### src/rtl/fpu_pkg.sv
// Shared FPU definitions: operand class indices, exponent limits, canonical NaN, divider states.
// Latency: none (package only).
// Backpressure: n/a.
//
// Contents:
//   NORMAL..SNAN, LAST_FLAG : bit positions of the one-hot operand class vector
//   bias/emax/emin          : biased exponent limits as functions of the exponent width
//   canon_qnan              : canonical quiet NaN, right-aligned in 64 bits
//   div_state_t             : iterative divider control states
package fpu_pkg;

  localparam int NORMAL    = 0;
  localparam int SUBNORMAL = 1;
  localparam int ZERO      = 2;
  localparam int INFINITY  = 3;
  localparam int QNAN      = 4;
  localparam int SNAN      = 5;
  localparam int LAST_FLAG = 6;

  function automatic int bias(input int nexp);
    return (1 << (nexp - 1)) - 1;
  endfunction

  // Largest biased exponent of a finite number (all-ones is reserved).
  function automatic int emax(input int nexp);
    return (1 << nexp) - 2;
  endfunction

  // Smallest biased exponent of a normal number; a format needs at least two
  // exponent bits to have any normals at all.
  function automatic int emin(input int nexp);
    return (nexp >= 2) ? 1 : 0;
  endfunction

  // {0, all-ones exponent, 1, zeros}; callers slice the low NEXP+NSIG+1 bits.
  function automatic logic [63:0] canon_qnan(input int nexp, input int nsig);
    logic [63:0] v;
    v = ((64'd1 << nexp) - 64'd1) << nsig;
    v = v | (64'd1 << (nsig - 1));
    return v;
  endfunction

  typedef enum logic [2:0] {
    IDLE,
    SPECIAL,
    DIVIDE,
    NORM,
    DONE
  } div_state_t;

endpackage

### src/rtl/fp_div_iter.sv
// Restoring radix-2 significand divider: one quotient bit per cycle, MSB first.
// Latency: NSIG+3 iteration cycles after load.
// Backpressure: none; load restarts the loop unconditionally.
//
// Ports:
//   clk, rst_n        : clock, asynchronous active-low reset
//   load              : capture dvd_man/dvs_man and start iterating
//   dvd_man, dvs_man  : {1, fraction} of dividend and divisor
//   busy              : more iterations follow the current one
//   q                 : quotient, q[NSIG+2] has weight 2^0
//   rem               : partial remainder (non-zero means the quotient is inexact)
module fp_div_iter #(
  parameter int NSIG = 23
) (
  input  logic            clk,
  input  logic            rst_n,
  input  logic            load,
  input  logic [NSIG:0]   dvd_man,
  input  logic [NSIG:0]   dvs_man,
  output logic            busy,
  output logic [NSIG+2:0] q,
  output logic [NSIG+1:0] rem
);

  localparam int QW = NSIG + 3;
  localparam int RW = NSIG + 2;
  localparam int CW = $clog2(NSIG + 3);

  logic [RW-1:0] rem_q;
  logic [RW-1:0] div_q;
  logic [QW-1:0] q_q;
  logic [CW-1:0] cnt_q;
  logic          act_q;
  logic          ge;
  logic [RW-1:0] diff;

  assign ge   = (rem_q >= div_q);
  assign diff = ge ? (rem_q - div_q) : rem_q;

  always_ff @(posedge clk or negedge rst_n) begin
    if (!rst_n) begin
      rem_q <= '0;
      div_q <= '0;
      q_q   <= '0;
      cnt_q <= '0;
      act_q <= 1'b0;
    end else if (load) begin
      rem_q <= {1'b0, dvd_man};
      div_q <= {1'b0, dvs_man};
      q_q   <= '0;
      cnt_q <= CW'(NSIG + 2);
      act_q <= 1'b1;
    end else if (act_q) begin
      q_q   <= {q_q[QW-2:0], ge};
      // diff < divisor < 2^(NSIG+1), so the shift never drops a set bit.
      rem_q <= diff << 1;
      if (cnt_q == '0) begin
        act_q <= 1'b0;
      end else begin
        cnt_q <= cnt_q - 1'b1;
      end
    end
  end

  // Low during the final iteration so the caller can move on with the same
  // edge that retires the last quotient bit.
  assign busy = act_q && (cnt_q != '0);
  assign q    = q_q;
  assign rem  = rem_q;

endmodule

### src/rtl/fp_div_seq.sv
// Iterative IEEE-754 divider a/b (flush-to-zero inputs, truncation; RNE when FPU_DIV_RNE_EN is defined).
// Latency: 1 cycle for NaN/inf/zero operands, NSIG+4 cycles otherwise (27 for binary32).
// Backpressure: accepts only in IDLE; result and flags held in DONE until out_ready.
//
// Ports:
//   clk, rst_n                      : clock, asynchronous active-low reset
//   start_valid/start_ready, a, b   : operand handshake (dividend a, divisor b)
//   out_valid/out_ready, quo        : result handshake
//   OVERFLOW, UNDERFLOW             : exponent out of range, quo forced to inf / zero
//   DIV_BY_ZERO, INVALID            : x/0 with x non-zero; 0/0, inf/inf or sNaN operand
// Optional feature macro: FPU_DIV_RNE_EN (round-to-nearest-even instead of truncation).
module fp_div_seq #(
  parameter int NEXP = 8,
  parameter int NSIG = 23
) (
  input  logic                 clk,
  input  logic                 rst_n,
  input  logic                 start_valid,
  output logic                 start_ready,
  input  logic [NEXP+NSIG:0]   a,
  input  logic [NEXP+NSIG:0]   b,
  output logic                 out_valid,
  input  logic                 out_ready,
  output logic [NEXP+NSIG:0]   quo,
  output logic                 OVERFLOW,
  output logic                 UNDERFLOW,
  output logic                 DIV_BY_ZERO,
  output logic                 INVALID
);

  import fpu_pkg::*;

  localparam int W  = NEXP + NSIG + 1;
  localparam int QW = NSIG + 3;
  localparam int RW = NSIG + 2;
  localparam int EW = NEXP + 2;

  localparam logic [63:0]          QNAN_WIDE = canon_qnan(NEXP, NSIG);
  localparam logic [W-1:0]         QNAN_VAL  = QNAN_WIDE[W-1:0];
  localparam logic [W-1:0]         QUIET_BIT = W'(1) << (NSIG - 1);
  localparam logic signed [EW-1:0] BIAS_E    = EW'(bias(NEXP));
  localparam logic signed [EW-1:0] E_OVF     = EW'(emax(NEXP) + 1);
  localparam logic signed [EW-1:0] E_MIN     = EW'(emin(NEXP));
  localparam logic signed [EW-1:0] ONE_E     = EW'(1);
  localparam logic signed [EW-1:0] ZERO_E    = EW'(0);

  function automatic logic [LAST_FLAG-1:0] classify(input logic [W-2:0] x);
    logic [NEXP-1:0]      e;
    logic [NSIG-1:0]      f;
    logic [LAST_FLAG-1:0] c;
    e = x[W-2:NSIG];
    f = x[NSIG-1:0];
    c = '0;
    if (e == '1) begin
      if (f == '0)           c[INFINITY] = 1'b1;
      else if (f[NSIG-1])    c[QNAN]     = 1'b1;
      else                   c[SNAN]     = 1'b1;
    end else if (e == '0) begin
      if (f == '0)           c[ZERO]      = 1'b1;
      else                   c[SUBNORMAL] = 1'b1;
    end else begin
      c[NORMAL] = 1'b1;
    end
    return c;
  endfunction

  div_state_t st, st_nxt;

  logic [W-1:0]         a_r, b_r;
  logic [LAST_FLAG-1:0] cls_a_r, cls_b_r;
  logic [LAST_FLAG-1:0] cls_in_a, cls_in_b;
  logic                 accept;
  logic                 load;
  logic                 busy;
  logic [QW-1:0]        q;
  logic [RW-1:0]        rem;

  assign cls_in_a = classify(a[W-2:0]);
  assign cls_in_b = classify(b[W-2:0]);

  fp_div_iter #(
    .NSIG (NSIG)
  ) u_iter (
    .clk     (clk),
    .rst_n   (rst_n),
    .load    (load),
    .dvd_man ({1'b1, a[NSIG-1:0]}),
    .dvs_man ({1'b1, b[NSIG-1:0]}),
    .busy    (busy),
    .q       (q),
    .rem     (rem)
  );

  // ---------------------------------------------------------------- control
  always_ff @(posedge clk or negedge rst_n) begin
    if (!rst_n) st <= IDLE;
    else        st <= st_nxt;
  end

  always_comb begin
    st_nxt      = st;
    start_ready = 1'b0;
    out_valid   = 1'b0;
    accept      = 1'b0;
    load        = 1'b0;
    case (st)
      IDLE: begin
        start_ready = 1'b1;
        if (start_valid) begin
          accept = 1'b1;
          // Subnormals are not NORMAL, so they take the zero path here.
          if (cls_in_a[NORMAL] && cls_in_b[NORMAL]) begin
            load   = 1'b1;
            st_nxt = DIVIDE;
          end else begin
            st_nxt = SPECIAL;
          end
        end
      end
      SPECIAL: st_nxt = DONE;
      DIVIDE:  if (!busy) st_nxt = NORM;
      NORM:    st_nxt = DONE;
      DONE: begin
        out_valid = 1'b1;
        if (out_ready) st_nxt = IDLE;
      end
      default: st_nxt = IDLE;
    endcase
  end

  // ----------------------------------------------------------- special path
  logic         sign_r;
  logic         zero_a, zero_b;
  logic [W-1:0] inf_res, zero_res;
  logic [W-1:0] spec_res;
  logic         spec_inv, spec_dbz;

  assign sign_r   = a_r[W-1] ^ b_r[W-1];
  assign zero_a   = cls_a_r[ZERO] | cls_a_r[SUBNORMAL];
  assign zero_b   = cls_b_r[ZERO] | cls_b_r[SUBNORMAL];
  assign inf_res  = {sign_r, {NEXP{1'b1}}, {NSIG{1'b0}}};
  assign zero_res = {sign_r, {(W-1){1'b0}}};

  always_comb begin
    spec_res = zero_res;
    spec_inv = 1'b0;
    spec_dbz = 1'b0;
    if (cls_a_r[SNAN]) begin
      spec_res = a_r | QUIET_BIT;
      spec_inv = 1'b1;
    end else if (cls_b_r[SNAN]) begin
      spec_res = b_r | QUIET_BIT;
      spec_inv = 1'b1;
    end else if (cls_a_r[QNAN]) begin
      spec_res = a_r;
    end else if (cls_b_r[QNAN]) begin
      spec_res = b_r;
    end else if ((zero_a && zero_b) || (cls_a_r[INFINITY] && cls_b_r[INFINITY])) begin
      spec_res = QNAN_VAL;
      spec_inv = 1'b1;
    end else if (cls_a_r[INFINITY]) begin
      spec_res = inf_res;
    end else if (cls_a_r[NORMAL] && zero_b) begin
      spec_res = inf_res;
      spec_dbz = 1'b1;
    end else begin
      // 0/x or x/inf
      spec_res = zero_res;
    end
  end

  // ---------------------------------------------------- normalise and round
  logic                 msb;
  logic [NSIG-1:0]      frac_t, frac_r;
  logic signed [EW-1:0] e_div, e_fin;
  logic                 norm_ovf, norm_unf;
  logic [W-1:0]         norm_res;

  // q[QW-1] set means the significand ratio is in [1,2); otherwise it is in
  // [0.5,1) and the next bit down is the leading one.
  assign msb    = q[QW-1];
  assign frac_t = msb ? q[QW-2:2] : q[QW-3:1];

  always_comb begin
    e_div = $signed({2'b00, a_r[W-2:NSIG]}) - $signed({2'b00, b_r[W-2:NSIG]}) + BIAS_E;
    if (!msb) e_div = e_div - ONE_E;
  end

`ifdef FPU_DIV_RNE_EN
  logic            guard, sticky, rnd_up, carry;
  localparam int   FW = NSIG + 1;

  assign guard  = msb ? q[1] : q[0];
  // With a leading one the lowest quotient bit lies below the guard bit.
  assign sticky = (msb & q[0]) | (|rem);
  assign rnd_up = guard & (sticky | frac_t[0]);
  assign {carry, frac_r} = {1'b0, frac_t} + FW'(rnd_up);
  assign e_fin  = e_div + (carry ? ONE_E : ZERO_E);
`else
  logic trunc_unused;

  assign trunc_unused = ^{q[0], rem};
  assign frac_r       = frac_t;
  assign e_fin        = e_div;
`endif

  assign norm_ovf = (e_fin >= E_OVF);
  assign norm_unf = (e_fin <  E_MIN);
  assign norm_res = norm_ovf ? inf_res :
                    norm_unf ? zero_res :
                    {sign_r, e_fin[NEXP-1:0], frac_r};

  // --------------------------------------------------------- state and result
  always_ff @(posedge clk or negedge rst_n) begin
    if (!rst_n) begin
      a_r         <= '0;
      b_r         <= '0;
      cls_a_r     <= '0;
      cls_b_r     <= '0;
      quo         <= '0;
      OVERFLOW    <= 1'b0;
      UNDERFLOW   <= 1'b0;
      DIV_BY_ZERO <= 1'b0;
      INVALID     <= 1'b0;
    end else begin
      if (accept) begin
        a_r         <= a;
        b_r         <= b;
        cls_a_r     <= cls_in_a;
        cls_b_r     <= cls_in_b;
        OVERFLOW    <= 1'b0;
        UNDERFLOW   <= 1'b0;
        DIV_BY_ZERO <= 1'b0;
        INVALID     <= 1'b0;
      end
      if (st == SPECIAL) begin
        quo         <= spec_res;
        INVALID     <= spec_inv;
        DIV_BY_ZERO <= spec_dbz;
      end
      if (st == NORM) begin
        quo       <= norm_res;
        OVERFLOW  <= norm_ovf;
        UNDERFLOW <= norm_unf;
      end
    end
  end

endmodule

### config.mk
export PLATFORM = sky130hd
export DESIGN_NAME = fp_div_seq
export DESIGN_NICKNAME = d
export VERILOG_FILES = /design/src/rtl/fpu_pkg.sv /design/src/rtl/fp_div_iter.sv /design/src/rtl/fp_div_seq.sv
export SDC_FILE = /design/constraint.sdc
export NUM_CORES = 1
export LEC_CHECK = 0
export CAP_MARGIN = 20
export CORE_ASPECT_RATIO = 0.5
export CORE_MARGIN = 8
export CORE_UTILIZATION = 50
export DETAILED_ROUTE_END_ITERATION = 7
export PLACE_DENSITY = 0.68
export SETUP_SLACK_MARGIN = 0.4
export SYNTH_ARGS = -nofsm -noshare
export SYNTH_HDL_FRONTEND = slang
export SYNTH_SLANG_ARGS = --single-unit
### constraint.sdc
create_clock -name clk -period 4.5 [get_ports clk]
set_input_delay 0.9 -clock clk [delete_from_list [all_inputs] [get_ports clk]]
set_output_delay 0.9 -clock clk [all_outputs]
set_load 0.03 [all_outputs]
* Word-level counts from Yosys, hierarchy flattened
Index checks and enable logic that the tools add are counted.
** Storage, ports and cells
- Register bits after elaboration :: 196
- Memory bits (writable) :: 0
- Bits in latches :: 0
- Memories :: 0
- Logic and storage cells :: 127
- ROM bits :: 0
** Cells by class
- $add $sub $neg :: 5
- Reduce and logical (&&, ||, !) cells :: 20
- Equal/unequal tests :: 10
- Order comparisons :: 3
- Multiply operators :: 0
- Div/mod/pow operators :: 0
- Bitwise operators :: 3
- Shifts and indexed selects :: 0
- Multiplexer cells :: 71
** Operator list (number)
- 32-bit 2-to-1 mux :: 7
- 31-bit 2-to-1 mux :: 4
- 26-bit 2-to-1 mux :: 2
- 25-bit 2-to-1 mux :: 2
- 23-bit logical NOT :: 2
- 1-bit 2-to-1 mux :: 37
- 25-bit by 24-bit greater-or-equal comparator with 1-bit output :: 1
- 24-bit 2-to-1 mux :: 1
- 24-bit subtractor :: 1
- 23-bit 2-to-1 mux :: 1
- 3-bit 2-to-1 mux :: 7
- 8-bit equality test (second input constant) :: 2
- 8-bit logical NOT :: 2
- 5-bit 2-to-1 mux :: 3
- 3-bit one-hot mux with 4 select lines :: 1
- 9-bit by 8-bit adder with 10-bit output (second input constant) :: 1
- 10-bit by 9-bit greater-or-equal comparator with 1-bit output (second input constant) :: 1
- 10-bit by 2-bit less-than comparator with 1-bit output (second input constant) :: 1
- 10-bit 2-to-1 mux :: 1
- 2-bit 2-to-1 mux :: 5
- 10-bit by 2-bit subtractor with 10-bit output (second input constant) :: 1
- 8-bit by 8-bit subtractor with 9-bit output :: 1
- 2-bit != test (second input constant) :: 4
- 2-bit nonzero test :: 4
- 14 further kinds :: 20

* Longest topological paths before layout
- Word-level depth :: 11
- Gate-level depth with buffers :: 18
- Gate-level depth less buffers :: 16

* By module
A second synthesis with hierarchy kept.
** Unflattened totals
- Cell total of the unflattened synthesis :: 1185
- Area total of the unflattened synthesis :: 11318.4 sq um
** Modules (own cells, without submodules)
- fp_div_seq :: cells an instance 633, area each 6371.1 sq um, seq. area each 2852.7 sq um, instances 1
- fp_div_iter :: cells an instance 552, area each 4947.2 sq um, seq. area each 2026.9 sq um, instances 1

* Least setup slack after synthesis
Ideal clock, no wire load.
- Path type :: flip-flop to flip-flop
- From :: register a_r[23]
- To :: register quo[12]
- Setup time :: 148 ps
- Path slack :: 1218 ps
- Stages on the path, launching flop included :: 18
- Arrival :: 3134 ps
- Period minus slack after synthesis :: 3282 ps
- Path buffers :: 2
- Path through :: dfrtp_1 > inv_1 > ha_1 > inv_1 > fa_1 > inv_1 > ha_1 > clkbuf_1 > xnor2_1 > xor2_1 > nand3b_1 > o21ai_0 > nand3_1 > nor4b_4 > a31oi_4 > nand2_2 > buf_6 > o221ai_2
** Between the ends
- Longest elaborated chain between the ends :: 8
- Elaborated cells on any way between the ends :: 9
- Classes of those cells :: 3 x add/sub; 2 x order compare; 4 x mux
** Ends and longest elaborated chain
- from (decl) :: line fp_div_seq.sv:69 : logic [W-1:0] a_r, b_r;
- from (signal assigned) :: line fp_div_seq.sv:216 : a_r <= '0;
- from (signal assigned) :: line fp_div_seq.sv:227 : a_r <= a;
- 8-bit by 8-bit subtractor with 9-bit output (*) :: line fp_div_seq.sv:185 : e_div = $signed({2'b00, a_r[W-2:NSIG]}) - $signed({2'b00, b_r[W-2:NSIG]}) + BIAS_E;
- 9-bit by 8-bit adder with 10-bit output (*) :: line fp_div_seq.sv:185
- 10-bit by 2-bit subtractor with 10-bit output :: line fp_div_seq.sv:186 : if (!msb) e_div = e_div - ONE_E;
- 10-bit 2-to-1 mux (*) :: line fp_div_seq.sv:186
- 10-bit by 2-bit less-than comparator with 1-bit output :: line fp_div_seq.sv:208 : assign norm_unf = (e_fin < E_MIN);
- 31-bit 2-to-1 mux :: line fp_div_seq.sv:210 : norm_unf ? zero_res :
- 31-bit 2-to-1 mux (*) :: line fp_div_seq.sv:209 : assign norm_res = norm_ovf ? inf_res :
- 32-bit 2-to-1 mux (*) :: line fp_div_seq.sv:241 : if (st == NORM) begin
- to (signal assigned) :: line fp_div_seq.sv:237 : quo <= spec_res;
- to (signal assigned) :: line fp_div_seq.sv:242 : quo <= norm_res;
- to (decl) :: line fp_div_seq.sv:24 : output logic [NEXP+NSIG:0] quo,
Every way passes the cells marked *; elsewhere a longest branch is shown, timed or not.
A chain may end at the register's enable or synchronous reset.

* Worst setup path after layout
- From :: register a_r[23]
- To :: register quo[15]
The elaborated chain is that of the path after synthesis.

==> results.py <==
metrics = {
    "outcome": {
        "run_status": "finished clean",
    },
    "clock_network": {
        "clock_sinks": 195,
        "cts_tree": "built",
        "cts_max_level": 4,
        "insertion_delay_ns": 0.45,
        "cts_buffers": 17,
        "cts-root-buf": "clkbuf_16",
        "cts_hold_buf": 0,
        "clk_pin_slew_ns": 0.08,
        "clockBufferDepth": 2,
    },
    "setup_path": {
        "path_delay_family": "adder cells",
        "cpMostUsedCell": "inv_1",
        "startpoint": "a_r[23]$_DFFE_PN0P_",
        "crit_type": "register to register",
        "cp.arrival_ns": 3.99,
        "cp.depth": 16,
        "critPathSlowestCell": "fa_1",
        "crit_fanout": 12,
        "critPathBufInv": 5,
        "worst_r2r_startpoint": "a_r[23]$_DFFE_PN0P_",
        "critical_path.startpoint_type": "register",
        "r2r_cells": 16,
        "worstPathRequired_ns": 4.82,
        "crit_chain": "inv_1 > ha_1 > inv_1 > fa_1 > inv_1 > ha_1 > o21ai_0 > nor4b_1 > inv_1 > a21oi_1 > o21bai_2 > nand3_2 > a31oi_4 > nand2_4 > buf_12 > o221ai_2",
        "end_kind": "register",
        "slowest_delay_ns": 0.52,
    },
    "floorplan": {
        "core-area_um2": 21630,
        "start_util": 0.5085,
        "io_pins": 106,
        "die_w_um": 225.8,
        "die-height_um": 120.9,
        "dieArea_um2": 27290,
        "rows": 38,
    },
    "detailed_routing": {
        "ant_nets": 0,
        "dr.pass1.iters": 5,
        "routed_wl_um": 30650,
        "drt-initial-drc-count": 913,
        "drt-wirelength-per-cell_um": 18.87,
        "via_per_inst": 5.685,
        "num_vias": 9233,
        "drc": 0,
    },
    "logic_synthesis": {
        "synth-seq-area-share": 0.4436,
        "syn_nets": 1339,
        "ys.flop_type": "dfrtp_1",
        "yosys_warnings": 0,
        "syn_area_um2": 11000,
        "synth_seq_cells": 195,
        "synth-edff-count": 0,
        "async_flop_share": 1.000,
        "syn_inst": 1233,
        "synth_cell_types": 77,
        "syn_area_per_cell_um2": 8.922,
    },
    "worst_hold_path": {
        "hold_start": "u_iter.div_q[23]$_DFFE_PN0P_",
        "hold_path_depth": 2,
        "min_path_type": "register to register",
    },
    "cells_and_area": {
        "nets": 1417,
        "fin_cells": 1624,
        "layout-drive-gt1-share": 0.08006,
        "final_core_util": 0.6001,
        "num_antenna_cells": 0,
        "area_delta_synth_final_pct": 18.02,
        "final_common_cell": "nand2_1",
        "mostFrequentLayoutCells": "nand2_1, dfrtp_1, clkdlybuf4s50_1, o21ai_0, nor2_1",
    },
    "global_routing": {
        "grtUsageTotal": 0.2303,
        "grt_pass1_wl_um": 49760,
        "grt_max_degree": 103,
        "antenna_found_initial": 0,
        "grt_overflow_total": 0,
        "grt_pass1_vias": 9109,
    },
    "timing": {
        "skew_ns": 0.01232,
        "rsz0062_at_grt": "no",
        "slew_viol_final": 0,
        "finalHoldViolCount": 0,
        "fin_tns_setup_ns": 0,
        "clock.fmax_mhz": 272.0,
        "slew-limit-headroom": 0.4482,
        "fin_hold_ws_ns": 0.4597,
        "finalCritPeriodShare": 0.8170,
        "period_needed_ns": 3.677,
        "tightest_slew_ns": 0.8277,
        "setup_violations": 0,
    },
    "placement": {
        "dp.final_hpwl_um": 22200,
        "gp_congestion": 0.8876,
        "portBuffers": 105,
        "numPlacedInstances": 1589,
    },
    "pwr": {
        "powerDensity_nw_per_um2": 877.0,
        "vdd_drop_max_v": 0.0004184,
        "leakagePower_nw": 5.913,
        "finalPower_mw": 11.39,
    },
    "run": {
        "drv_cap": 0,
    },
}
## cell usage after synthesis (all sizes together) (23+ instances only)
| master | count | share of area |
|---|---|---|
| a21oi | 50 | 0.023 |
| inv | 52 | 0.018 |
| nor2 | 69 | 0.024 |
| clkbuf | 56 | 0.019 |
| o21ai | 105 | 0.048 |
| nand2 | 315 | 0.11 |
| xnor2 | 27 | 0.023 |
| mux2i | 50 | 0.045 |
| dfrtp | 195 | 0.44 |
| a22oi | 23 | 0.016 |
| ha | 36 | 0.041 |
| o221ai | 23 | 0.029 |
## sequential cells by signal (all words and copies together) (netlist names), 6 cells and up
| register | cells |
|---|---|
| a_r | 32 |
| b_r | 32 |
| quo | 32 |
| u_iter.q | 26 |
| u_iter.rem | 25 |
| u_iter.div_q | 24 |
| cls_a_r | 6 |
## layer usage
layer / up-vias / GRT usage / wire length, um
met4: 0 / 0.07071 / 710
met3: 40 / 0.04849 / 1516
li1: 4458 / - / -
met5: - / 0 / 0
met1: 4491 / 0.3160 / 14290
met2: 244 / 0.3643 / 14130
## worst min-delay path, cell delays in order (launching register included)
cell	delay, ns
dfrtp_1	0.33
inv_1	0.05
nand2_1	0.05
## logic make-up (layout without fill, tap and decap cells)
logic type	after synthesis	after routing	synth area share
flip-flops	195	195	0.4436
multiplexers	51	51	0.04652
buffers and inverters	118	209	0.04231
XOR/XNOR	41	41	0.03537
adder cells (fa/ha/maj)	38	38	0.04459
AND/OR/NAND/NOR	493	493	0.1965
AO/OA/AOI/OAI	297	297	0.1911
## final timing paths
check                                                to  slack (ns)
setup / recovery                    quo[15]$_DFFE_PN0P_        0.82
hold / removal             u_iter.div_q[23]$_DFFE_PN0P_        0.46
setup reg to reg                    quo[15]$_DFFE_PN0P_        0.82
hold reg to reg            u_iter.div_q[23]$_DFFE_PN0P_        0.46
max in group asynchronous          OVERFLOW$_DFFE_PN0P_        2.97
min in group asynchronous  u_iter.div_q[14]$_DFFE_PN0P_        0.54
## power by group
part / internal, mW / total, mW / switching (mW) / leakage (nW)
sequential: 2.52 / 3.06 / 0.537 / 2.48
combinational: 2.88 / 6.79 / 3.91 / 3.16
clock: 0.746 / 1.53 / 0.789 / 0.281
total: 6.15 / 11.4 / 5.24 / 5.91
## final cells by class
| type | instances | area, um2 |
|---|---|---|
| sequential | 195 | 4881 |
| multi-input combinational | 920 | 5673 |
| inverter | 52 | 195.2 |
| clock inverter | 15 | 157.7 |
| timing repair buffer | 125 | 1275 |
| tap | 300 | 375.4 |
| fill | 1916 | 8651 |
| clock buffer | 17 | 425.4 |
## per-stage QoR
step | cell area, um2 | setup WS, ns
after global routing | 12980 | 0.4390
after detailed placement | 12340 | 0.7014
after global placement | 12340 | 0.7598
after CTS | 12920 | 0.6688
final | 12980 | 0.8235
after floorplan | 11000 | 1.218
## repair_timing
action	in CTS	in global routing
resized for setup	0	1
endpoints found under the setup margin	0	12
setup buffers	0	1
(Power assumes the default switching activity.)
